==> config.mk <==
export PLATFORM = sky130hd
export DESIGN_NAME = multicycle_control
export DESIGN_NICKNAME = d
export VERILOG_FILES = /design/src/rtl/mips_ctrl_pkg.sv /design/src/rtl/multicycle_control_decode.sv /design/src/rtl/multicycle_control.sv
export SDC_FILE = /design/constraint.sdc
export NUM_CORES = 1
export LEC_CHECK = 0
export ABC_CLOCK_PERIOD_IN_PS = 3700
export BUFFER_PORTS_ARGS = -buffer_cell sky130_fd_sc_hd__buf_2
export CORE_AREA = 2 2 48 50
export CTS_BUF_LIST = sky130_fd_sc_hd__clkbuf_8 sky130_fd_sc_hd__clkbuf_16
export CTS_CLUSTER_DIAMETER = 80
export CTS_CLUSTER_SIZE = 40
export DETAILED_ROUTE_END_ITERATION = 7
export DIE_AREA = 0 0 50 52
export PLACE_DENSITY = 0.77
export SLEW_MARGIN = 20
export SYNTH_ARGS = -nofsm -noshare
export SYNTH_HDL_FRONTEND = slang
export SYNTH_SLANG_ARGS = --single-unit
==> constraint.sdc <==
create_clock -name clk -period 3.7 [get_ports clk]
set_input_delay 0.37 -clock clk [delete_from_list [all_inputs] [get_ports clk]]
set_output_delay 0.37 -clock clk [all_outputs]
set_load 0.02 [all_outputs]
==> src/rtl/mips_ctrl_pkg.sv <==
// Shared encodings for the MIPS multi-cycle control unit: states, opcodes,
// ALU operation codes, datapath select codes and the decoded control bundle.
package mips_ctrl_pkg;

   typedef enum logic [3:0] {
      S_FETCH    = 4'd0,
      S_DECODE   = 4'd1,
      S_MEM_ADDR = 4'd2,
      S_MEM_RD   = 4'd3,
      S_MEM_WB   = 4'd4,
      S_MEM_WR   = 4'd5,
      S_EXEC_R   = 4'd6,
      S_R_WB     = 4'd7,
      S_EXEC_I   = 4'd8,
      S_I_WB     = 4'd9,
      S_BRANCH   = 4'd10,
      S_JUMP     = 4'd11,
      S_JAL      = 4'd12
   } state_t;

   localparam logic [5:0] OP_R    = 6'h00;
   localparam logic [5:0] OP_J    = 6'h02;
   localparam logic [5:0] OP_JAL  = 6'h03;
   localparam logic [5:0] OP_BEQ  = 6'h04;
   localparam logic [5:0] OP_BNE  = 6'h05;
   localparam logic [5:0] OP_ADDI = 6'h08;
   localparam logic [5:0] OP_ANDI = 6'h0C;
   localparam logic [5:0] OP_ORI  = 6'h0D;
   localparam logic [5:0] OP_LUI  = 6'h0F;
   localparam logic [5:0] OP_LW   = 6'h23;
   localparam logic [5:0] OP_SW   = 6'h2B;

   localparam logic [2:0] ALU_AND    = 3'b000;
   localparam logic [2:0] ALU_SUB    = 3'b001;
   localparam logic [2:0] ALU_LUI    = 3'b010;
   localparam logic [2:0] ALU_ADD    = 3'b100;
   localparam logic [2:0] ALU_OR     = 3'b101;
   localparam logic [2:0] ALU_MEMADD = 3'b110;
   localparam logic [2:0] ALU_FUNCT  = 3'b111;

   localparam logic [1:0] REGDST_RT = 2'd0;
   localparam logic [1:0] REGDST_RD = 2'd1;
   localparam logic [1:0] REGDST_RA = 2'd2;

   localparam logic [1:0] M2R_ALUOUT = 2'd0;
   localparam logic [1:0] M2R_MDR    = 2'd1;
   localparam logic [1:0] M2R_PC     = 2'd2;

   localparam logic [1:0] SRCB_B     = 2'd0;
   localparam logic [1:0] SRCB_FOUR  = 2'd1;
   localparam logic [1:0] SRCB_IMM   = 2'd2;
   localparam logic [1:0] SRCB_IMMSH = 2'd3;

   localparam logic [1:0] PCSRC_ALU    = 2'd0;
   localparam logic [1:0] PCSRC_ALUOUT = 2'd1;
   localparam logic [1:0] PCSRC_JUMP   = 2'd2;

   typedef struct packed {
      logic       iorD;
      logic       memRead;
      logic       memWrite;
      logic       irWrite;
      logic       pcWrite;
      logic       branchEq;
      logic       branchNe;
      logic [1:0] regDst;
      logic [1:0] memToReg;
      logic       regWrite;
      logic       aluSrcA;
      logic [1:0] aluSrcB;
      logic [2:0] aluOp;
      logic [1:0] pcSource;
      logic       instrDone;
      logic       illegalOp;
   } ctrl_t;

   function automatic logic isLegal(input logic [5:0] op);
      case (op)
         OP_R, OP_J, OP_JAL, OP_BEQ, OP_BNE, OP_ADDI,
         OP_ANDI, OP_ORI, OP_LUI, OP_LW, OP_SW: isLegal = 1'b1;
         default:                               isLegal = 1'b0;
      endcase
   endfunction

endpackage

==> src/rtl/multicycle_control_decode.sv <==
// Moore output decode for the multi-cycle controller; only the FETCH/MEM_WR
// handshake outputs look at memReady.
module multicycle_control_decode
   import mips_ctrl_pkg::*;
(
   input  state_t     state,
   input  logic [5:0] op,
   input  logic [5:0] opQ,
   input  logic       memReady,
   input  logic       reset,
   output ctrl_t      ctrl
);

   always_comb begin
      ctrl = '0;
      case (state)
         S_FETCH: begin
            ctrl.memRead  = 1'b1;
            ctrl.aluSrcB  = SRCB_FOUR;
            ctrl.aluOp    = ALU_ADD;
            ctrl.pcSource = PCSRC_ALU;
            ctrl.irWrite  = memReady;
            ctrl.pcWrite  = memReady;
         end
         S_DECODE: begin
            ctrl.aluSrcB   = SRCB_IMMSH;
            ctrl.aluOp     = ALU_ADD;
            ctrl.illegalOp = !isLegal(op);
            ctrl.instrDone = !isLegal(op);
         end
         S_MEM_ADDR: begin
            ctrl.aluSrcA = 1'b1;
            ctrl.aluSrcB = SRCB_IMM;
            ctrl.aluOp   = ALU_MEMADD;
         end
         S_MEM_RD: begin
            ctrl.memRead = 1'b1;
            ctrl.iorD    = 1'b1;
         end
         S_MEM_WB: begin
            ctrl.regWrite  = 1'b1;
            ctrl.regDst    = REGDST_RT;
            ctrl.memToReg  = M2R_MDR;
            ctrl.instrDone = 1'b1;
         end
         S_MEM_WR: begin
            ctrl.memWrite  = 1'b1;
            ctrl.iorD      = 1'b1;
            ctrl.instrDone = memReady;
         end
         S_EXEC_R: begin
            ctrl.aluSrcA = 1'b1;
            ctrl.aluSrcB = SRCB_B;
            ctrl.aluOp   = ALU_FUNCT;
         end
         S_R_WB: begin
            ctrl.regWrite  = 1'b1;
            ctrl.regDst    = REGDST_RD;
            ctrl.memToReg  = M2R_ALUOUT;
            ctrl.instrDone = 1'b1;
         end
         S_EXEC_I: begin
            ctrl.aluSrcA = 1'b1;
            ctrl.aluSrcB = SRCB_IMM;
            case (opQ)
               OP_ANDI: ctrl.aluOp = ALU_AND;
               OP_ORI:  ctrl.aluOp = ALU_OR;
               OP_LUI:  ctrl.aluOp = ALU_LUI;
               default: ctrl.aluOp = ALU_ADD;
            endcase
         end
         S_I_WB: begin
            ctrl.regWrite  = 1'b1;
            ctrl.regDst    = REGDST_RT;
            ctrl.memToReg  = M2R_ALUOUT;
            ctrl.instrDone = 1'b1;
         end
         S_BRANCH: begin
            ctrl.aluSrcA   = 1'b1;
            ctrl.aluSrcB   = SRCB_B;
            ctrl.aluOp     = ALU_SUB;
            ctrl.pcSource  = PCSRC_ALUOUT;
            ctrl.branchEq  = (opQ == OP_BEQ);
            ctrl.branchNe  = (opQ == OP_BNE);
            ctrl.instrDone = 1'b1;
         end
         S_JUMP: begin
            ctrl.pcWrite   = 1'b1;
            ctrl.pcSource  = PCSRC_JUMP;
            ctrl.instrDone = 1'b1;
         end
         S_JAL: begin
            ctrl.pcWrite   = 1'b1;
            ctrl.pcSource  = PCSRC_JUMP;
            ctrl.regWrite  = 1'b1;
            ctrl.regDst    = REGDST_RA;
            ctrl.memToReg  = M2R_PC;
            ctrl.instrDone = 1'b1;
         end
         default: ;
      endcase
      // Reset leaves only the FETCH mux selects visible; every enable drops.
      if (reset) begin
         ctrl.memRead   = 1'b0;
         ctrl.memWrite  = 1'b0;
         ctrl.irWrite   = 1'b0;
         ctrl.pcWrite   = 1'b0;
         ctrl.regWrite  = 1'b0;
         ctrl.branchEq  = 1'b0;
         ctrl.branchNe  = 1'b0;
         ctrl.instrDone = 1'b0;
         ctrl.illegalOp = 1'b0;
      end
   end

endmodule

==> src/rtl/multicycle_control.sv <==
// MIPS multi-cycle control unit: state register, latched opcode and
// next-state sequencing, with a memory-ready handshake on memory states.
module multicycle_control
   import mips_ctrl_pkg::*;
#(
   parameter int ALUOP_W     = 3,
   parameter int MEM_WAIT_EN = 1
) (
   input  logic               clk,
   input  logic               reset,
   input  logic [5:0]         OP,
   input  logic               mem_ready,
   output logic               IorD,
   output logic               MemRead,
   output logic               MemWrite,
   output logic               IRWrite,
   output logic               PCWrite,
   output logic               BranchEQ,
   output logic               BranchNE,
   output logic [1:0]         RegDst,
   output logic [1:0]         MemtoReg,
   output logic               RegWrite,
   output logic               ALUSrcA,
   output logic [1:0]         ALUSrcB,
   output logic [ALUOP_W-1:0] ALUOp,
   output logic [1:0]         PCSource,
   output logic [3:0]         state,
   output logic               instr_done,
   output logic               illegal_op
);

   state_t     stateQ, stateD;
   logic [5:0] opQ;
   logic       memReady;
   ctrl_t      ctrl;

   assign memReady = (MEM_WAIT_EN != 0) ? mem_ready : 1'b1;

   always_ff @(posedge clk or posedge reset) begin
      if (reset) begin
         stateQ <= S_FETCH;
         opQ    <= 6'd0;
      end else begin
         stateQ <= stateD;
         if (stateQ == S_DECODE) opQ <= OP;
      end
   end

   always_comb begin
      stateD = stateQ;
      case (stateQ)
         S_FETCH:    if (memReady) stateD = S_DECODE;
         S_DECODE: begin
            case (OP)
               OP_LW, OP_SW:                      stateD = S_MEM_ADDR;
               OP_R:                              stateD = S_EXEC_R;
               OP_ADDI, OP_ANDI, OP_ORI, OP_LUI:  stateD = S_EXEC_I;
               OP_BEQ, OP_BNE:                    stateD = S_BRANCH;
               OP_J:                              stateD = S_JUMP;
               OP_JAL:                            stateD = S_JAL;
               default:                           stateD = S_FETCH;
            endcase
         end
         S_MEM_ADDR: stateD = (opQ == OP_LW) ? S_MEM_RD : S_MEM_WR;
         S_MEM_RD:   if (memReady) stateD = S_MEM_WB;
         S_MEM_WR:   if (memReady) stateD = S_FETCH;
         S_EXEC_R:   stateD = S_R_WB;
         S_EXEC_I:   stateD = S_I_WB;
         S_MEM_WB, S_R_WB, S_I_WB, S_BRANCH, S_JUMP, S_JAL:
                     stateD = S_FETCH;
         default:    stateD = S_FETCH;
      endcase
   end

   multicycle_control_decode uDecode (
      .state    (stateQ),
      .op       (OP),
      .opQ      (opQ),
      .memReady (memReady),
      .reset    (reset),
      .ctrl     (ctrl)
   );

   assign IorD       = ctrl.iorD;
   assign MemRead    = ctrl.memRead;
   assign MemWrite   = ctrl.memWrite;
   assign IRWrite    = ctrl.irWrite;
   assign PCWrite    = ctrl.pcWrite;
   assign BranchEQ   = ctrl.branchEq;
   assign BranchNE   = ctrl.branchNe;
   assign RegDst     = ctrl.regDst;
   assign MemtoReg   = ctrl.memToReg;
   assign RegWrite   = ctrl.regWrite;
   assign ALUSrcA    = ctrl.aluSrcA;
   assign ALUSrcB    = ctrl.aluSrcB;
   assign ALUOp      = ALUOP_W'(ctrl.aluOp);
   assign PCSource   = ctrl.pcSource;
   assign state      = stateQ;
   assign instr_done = ctrl.instrDone;
   assign illegal_op = ctrl.illegalOp;

endmodule

* Yosys cells after proc, flatten, opt, wreduce, memory -nomap -nowiden
Cells that the tools add are included.
** Storage, ports and cells
- Input port bits :: 9
- Word-level logic and storage cells :: 70
- Output and inout bits :: 26
- Register bits after elaboration :: 10
** Operators by class
- Eq/ne operators :: 31
- Reduce and logical (&&, ||, !) cells :: 13
- Multiplexer cells :: 24
** Operators with widths (count)
- == test 6 x 4 -> 1 bit, second input constant :: 7
- one-hot mux 5 bit (6 select lines) :: 1
- one-hot mux 4 bit (7 select lines) :: 1
- == test 6 x 3 -> 1 bit, second input constant :: 4
- one-hot mux 4 bit (6 select lines) :: 1
- == test 4 bit, second input constant :: 5
- one-hot mux 5 bit (4 select lines) :: 1
- == test 6 bit, second input constant :: 3
- == test 4 x 3 -> 1 bit, second input constant :: 4
- == test 6 x 2 -> 1 bit, second input constant :: 2
- two-way mux 4 bit :: 3
- OR reduction 11 bit :: 1
- OR reduction 2 bit :: 5
- two-way mux 1 bit :: 9
- one-hot mux 3 bit (3 select lines) :: 1
- == test 4 x 2 -> 1 bit, second input constant :: 2
- OR reduction 4 bit :: 2
- zero test 6 bit :: 1
- two-way mux 6 bit :: 1
- inequality test 2 bit, second input constant :: 3
- OR reduction 6 bit :: 1
- == test 4 x 1 -> 1 bit, second input constant :: 1
- zero test 4 bit :: 1
- two-way mux 2 bit :: 2
- 6 further kinds :: 6

* Longest topological paths before layout
- Word-level depth :: 7
- Mapped depth :: 6
- Gate-level depth less buffers :: 4

* By module
From an unflattened synthesis, not the netlist that was laid out.
** Second synthesis, totals
- Cell total of the unflattened synthesis :: 136
- Area, all modules :: 1098.6 um2
** By module, submodules not included
- multicycle_control :: area an instance 651.9 um2, sequential area each 250.2 um2, instances 1, cells an instance 61
- multicycle_control_decode :: area an instance 446.7 um2, sequential area each 0.0 um2, instances 1, cells an instance 75

* Worst setup path after synthesis
OpenSTA, ideal clock, no wires.
- Path kind :: reg-to-output
- From :: reg stateQ[2] (netlist: state[2])
- To :: out BranchEQ
- Arrival time :: 1.917 ns
- Setup slack :: 1.413 ns
- Required time :: 3.330 ns
- Buffers on the path :: 1
- Stages on the path, launching flop included :: 6
- Cells stage by stage :: dfrtp_1 > buf_2 > nand2b_1 > nor3b_1 > nand3_1 > nor2_1
** On the way
- Longest elaborated chain between the ends :: 3
** RTL lines
- start, declared :: line multicycle_control.sv:32 : state_t stateQ, stateD;
- start signal, assigned :: line multicycle_control.sv:44 : stateQ <= stateD;
- == test 4 bit :: line multicycle_control_decode.sv:16 : case (state)
- two-way mux 2 bit :: line multicycle_control_decode.sv:16
- two-way mux 6 bit :: line multicycle_control_decode.sv:103 : if (reset) begin
- end, declared :: line multicycle_control.sv:18 : output logic BranchEQ,
Every way passes these cells.

* Final worst setup path
- From :: reg stateQ[1] (netlist: state[1])
- To :: out illegal_op
** On the way
- Longest elaborated chain between the ends :: 3
** RTL lines
- == test 4 x 1 -> 1 bit :: line multicycle_control_decode.sv:16
- two-way mux 1 bit :: line multicycle_control_decode.sv:16
- two-way mux 2 bit :: line multicycle_control_decode.sv:103
- end, declared :: line multicycle_control.sv:29 : output logic illegal_op
Every way passes these cells.

==> key figures <==
Status
  – Status: completed

Synth
  – Post-synthesis compound-gate area fraction: 21.49%
  – Synth Cell Area: about 0.0010 mm^2
  – Seq cells post-synth: 10
  – Synth Area in Simple Gates: about a third
  – Post-synthesis mux area share: about 6.7%
  – Top FF cell, synth: dfrtp_1
  – Cells after Synth: between 100 and 150
  – Largest family of logic cells by synthesized area: simple AND/OR/NAND/NOR gates
  – Ys async rst share: between 90% and 100%
  – Yosys warnings: 0
  – Register area share after synthesis: 24.84%
  – Mean Syn Cell Area: between 7 and 8 um^2
  – Adder-Cell Fraction of Synth Area: 0%
  – Post-synth EDFFs: 0
  – Post-synthesis xor/xnor area fraction: approximately 3.5%
  – Distinct cells, synth: 46
  – Synth Net Count: 140

Die
  – Die Height: roughly 52 um
  – Die width: 50 um
  – Initial core utilization: approximately 48%
  – Die area: between 0.002 and 0.003 mm^2
  – Core Region: 0.002106 mm^2
  – Row count: 17
  – # IOs: 35

Detailed routing
  – DRC violations left: 0
  – WL final: 2484 um
  – Drt wl/cell: between 10 and 15 um
  – Remaining antenna violation count after routing: 0
  – Initial DRC Count: 22
  – Via/cell ratio: a little under 6
  – Via total after detailed routing: approximately 1,100
  – Initial DRT Pass Iterations: 4

Place
  – Place WS: 1.713 ns
  – PortBufs: 34
  – Post-DP Area: ~0.0011 mm^2
  – Final Wtd Congestion: about 0.76
  – Detailed Place HPWL: 1768 um

Finish
  – Share of cells above drive strength 1: between 30% and 40%
  – Area of the multi-input gates: ~670 um^2
  – P&R area growth vs syn: 18.51%
  – Net count, final: around 170
  – Register area: around 250 um^2
  – Post-Route Utilization: 56.68%
  – Layout fillers: roughly 210
  – Final instance area: approximately 0.0012 mm^2
  – Antenna diode count: 0

Power
  – Switching Share: about 50%
  – Clock share of power: between 10% and 20%
  – Power per standard cell area: slightly below 800 mW/mm^2
  – Comb pwr share: between 50 and 60%
  – NetSw: ~0.00045 W
  – Worst vdd ir: roughly 0.37 mV
  – Overall Power: around 0.00092 W
  – Sequential share of power: between 30% and 40%
  – Leak: approximately 0.56 nW
  – Pint: around 0.00047 W

Clock network
  – Post-CTS Hold Buffers: 0
  – Clock latency on the worst-skew pair: 0.24 ns
  – CTS Buf Count: 3
  – H-Tree Depth: 1
  – Root Buffer: clkbuf_8
  – Post-CTS Setup Inserts: 0
  – Clock slew at reported path FFs: around 0.050 ns
  – Longest Clk Path Bufs: 2
  – TritonCTS clock tree: built
  – Clock Sinks: 10
  – Post-CTS sizing: 0

Global route
  – Vias in the first global route: about 910
  – Gr ovfl total: 0
  – Initial antenna violation count: 0
  – Tot GR Track Use: 20.07%
  – Pin count of the biggest net entering global routing: 26
  – First-pass GRT wire length: between 4000 and 5000 um

STA
  – Final Max Tran Viols: 0
  – Setup TNS: 0 ns
  – Crit path time final: roughly 2.3 ns
  – Tcrit/Tclk final: 61.18%
  – Final worst slack: between 1 and 1.5 ns
  – Worst rel slew slack: between 50% and 60%
  – Worst Tran Pin Value: between 0.7 and 0.8 ns
  – Clk_skew: approximately 0.00063 ns
  – F_max: 441.8 MHz
  – Final-report setup violation count: 0
  – Fin. Hold Viols: 0
  – Unrepaired setup endpoints after global routing: no

Worst setup path
  – Crit Path Category: reg2out
  – Worst path bufs/invs: 1
  – Worst path max stage delay: ~0.63 ns
  – CP Launch Type: flop
  – Crit path capture type: output port
  – Crit path required time: ~3.3 ns
  – Crit path cell chain: nor3_4 -> nand2_2 -> nor2_1 -> and3_2 -> buf_2
  – Crit path DAT: between 1.5 and 2 ns
  – Slowest CP cell: dfrtp_1
  – CP delay by family, top: simple AND/OR/NAND/NOR gates
  – CP max FO: 23

Run
  – Max Cap Viol: 0

Worst hold path
  – Worst min path class: in2async
## stage by stage
step	hold slack [ns]	instances
2_1_floorplan	0.2185	131
3_3_place_gp	0.4535	180
3_5_place_dp	0.4624	180
4_1_cts	0.2097	184
5_1_grt	0.2386	184
6_report	0.2020	184
## final cells by class
type                    count  share of cell area, %
clock buffers               4                  4.612
inverters                   4                  1.258
multi-input cells         104                  55.98
flip-flops and latches     10                  20.96
well taps                  28                  2.935
repair buffers             34                  14.26
## power groups by stage
stage | clock (W) | combinational [W] | sequential, W
global placement | 0 | 0.000475 | 0.000285
detailed placement | 0 | 0.000481 | 0.000291
floorplan | 0 | 0.000433 | 0.000218
finish | 0.000139 | 0.000485 | 0.000294
global route | 0.000145 | 0.000526 | 0.000309
CTS | 0.000140 | 0.000485 | 0.000291
## final timing paths
path	startpoint	end	slack, ns	depth (start not counted)
worst max register to register	state[1]	state[2]	2.02	3
worst min-delay path	reset	state[1]	0.20	2
max in group asynchronous	reset	opQ[2]	3.20	2
worst min register to register	opQ[2]	opQ[2]	0.55	2
min in group clk	OP[4]	state[1]	0.39	2
worst max-delay path	state[1]	illegal_op	1.44	5
## state kept, by name, summed over array words and instances, names as in the netlist
signal and count:
opQ 6, state 4
## layout by cell type (no fill, tap or decap), types with 2 or more instances in the layout
master / count
buf_2: 34
nor2_1: 19
o21ai_0: 10
dfrtp_1: 10
nor3_1: 8
nand2_1: 7
mux2_2: 6
nand2b_1: 6
inv_1: 4
a21oi_1: 4
clkbuf_8: 4
a21boi_0: 3
and2_1: 3
xnor2_1: 3
nand3b_1: 2
nor2b_1: 2
nand3_1: 2
a32oi_1: 2
and3_1: 2
o311ai_0: 2
## routing by layer
metal	routed length (um)	vias up	share of wire (%)	track usage, %
li1	-	518	-	-
met3	156	4	6.3	2.586
met2	1149	43	46	33.77
met4	29	0	1.2	9.259
met5	0	-	0	0
met1	1148	499	46	25.49
## synthesized netlist by cell type (3+ instances only)
master     n  area, um^2
and2_1     3       18.77
mux2_2     6       67.56
inv_1      4       15.01
nor2_1    19       71.32
dfrtp_1   10       250.2
xnor2_1    3       26.28
buf_2      7       35.03
nand2_1    7       26.28
a21boi_0   3       22.52
nor3_1     8       40.04
nand2b_1   6       37.54
o21ai_0   10       50.05
a21oi_1    4       20.02
## kinds of logic (layout without fill, tap and decap cells)
kind of cell | after synthesis | in the layout
AOI/OAI and AO/OA | 31 | 31
xor gates and xnor gates | 4 | 4
and+or+nand+nor | 63 | 63
DFF | 10 | 10
buffers and inverters | 17 | 42
muxes | 6 | 6
No activity file was read; power rests on OpenSTA's default activity.
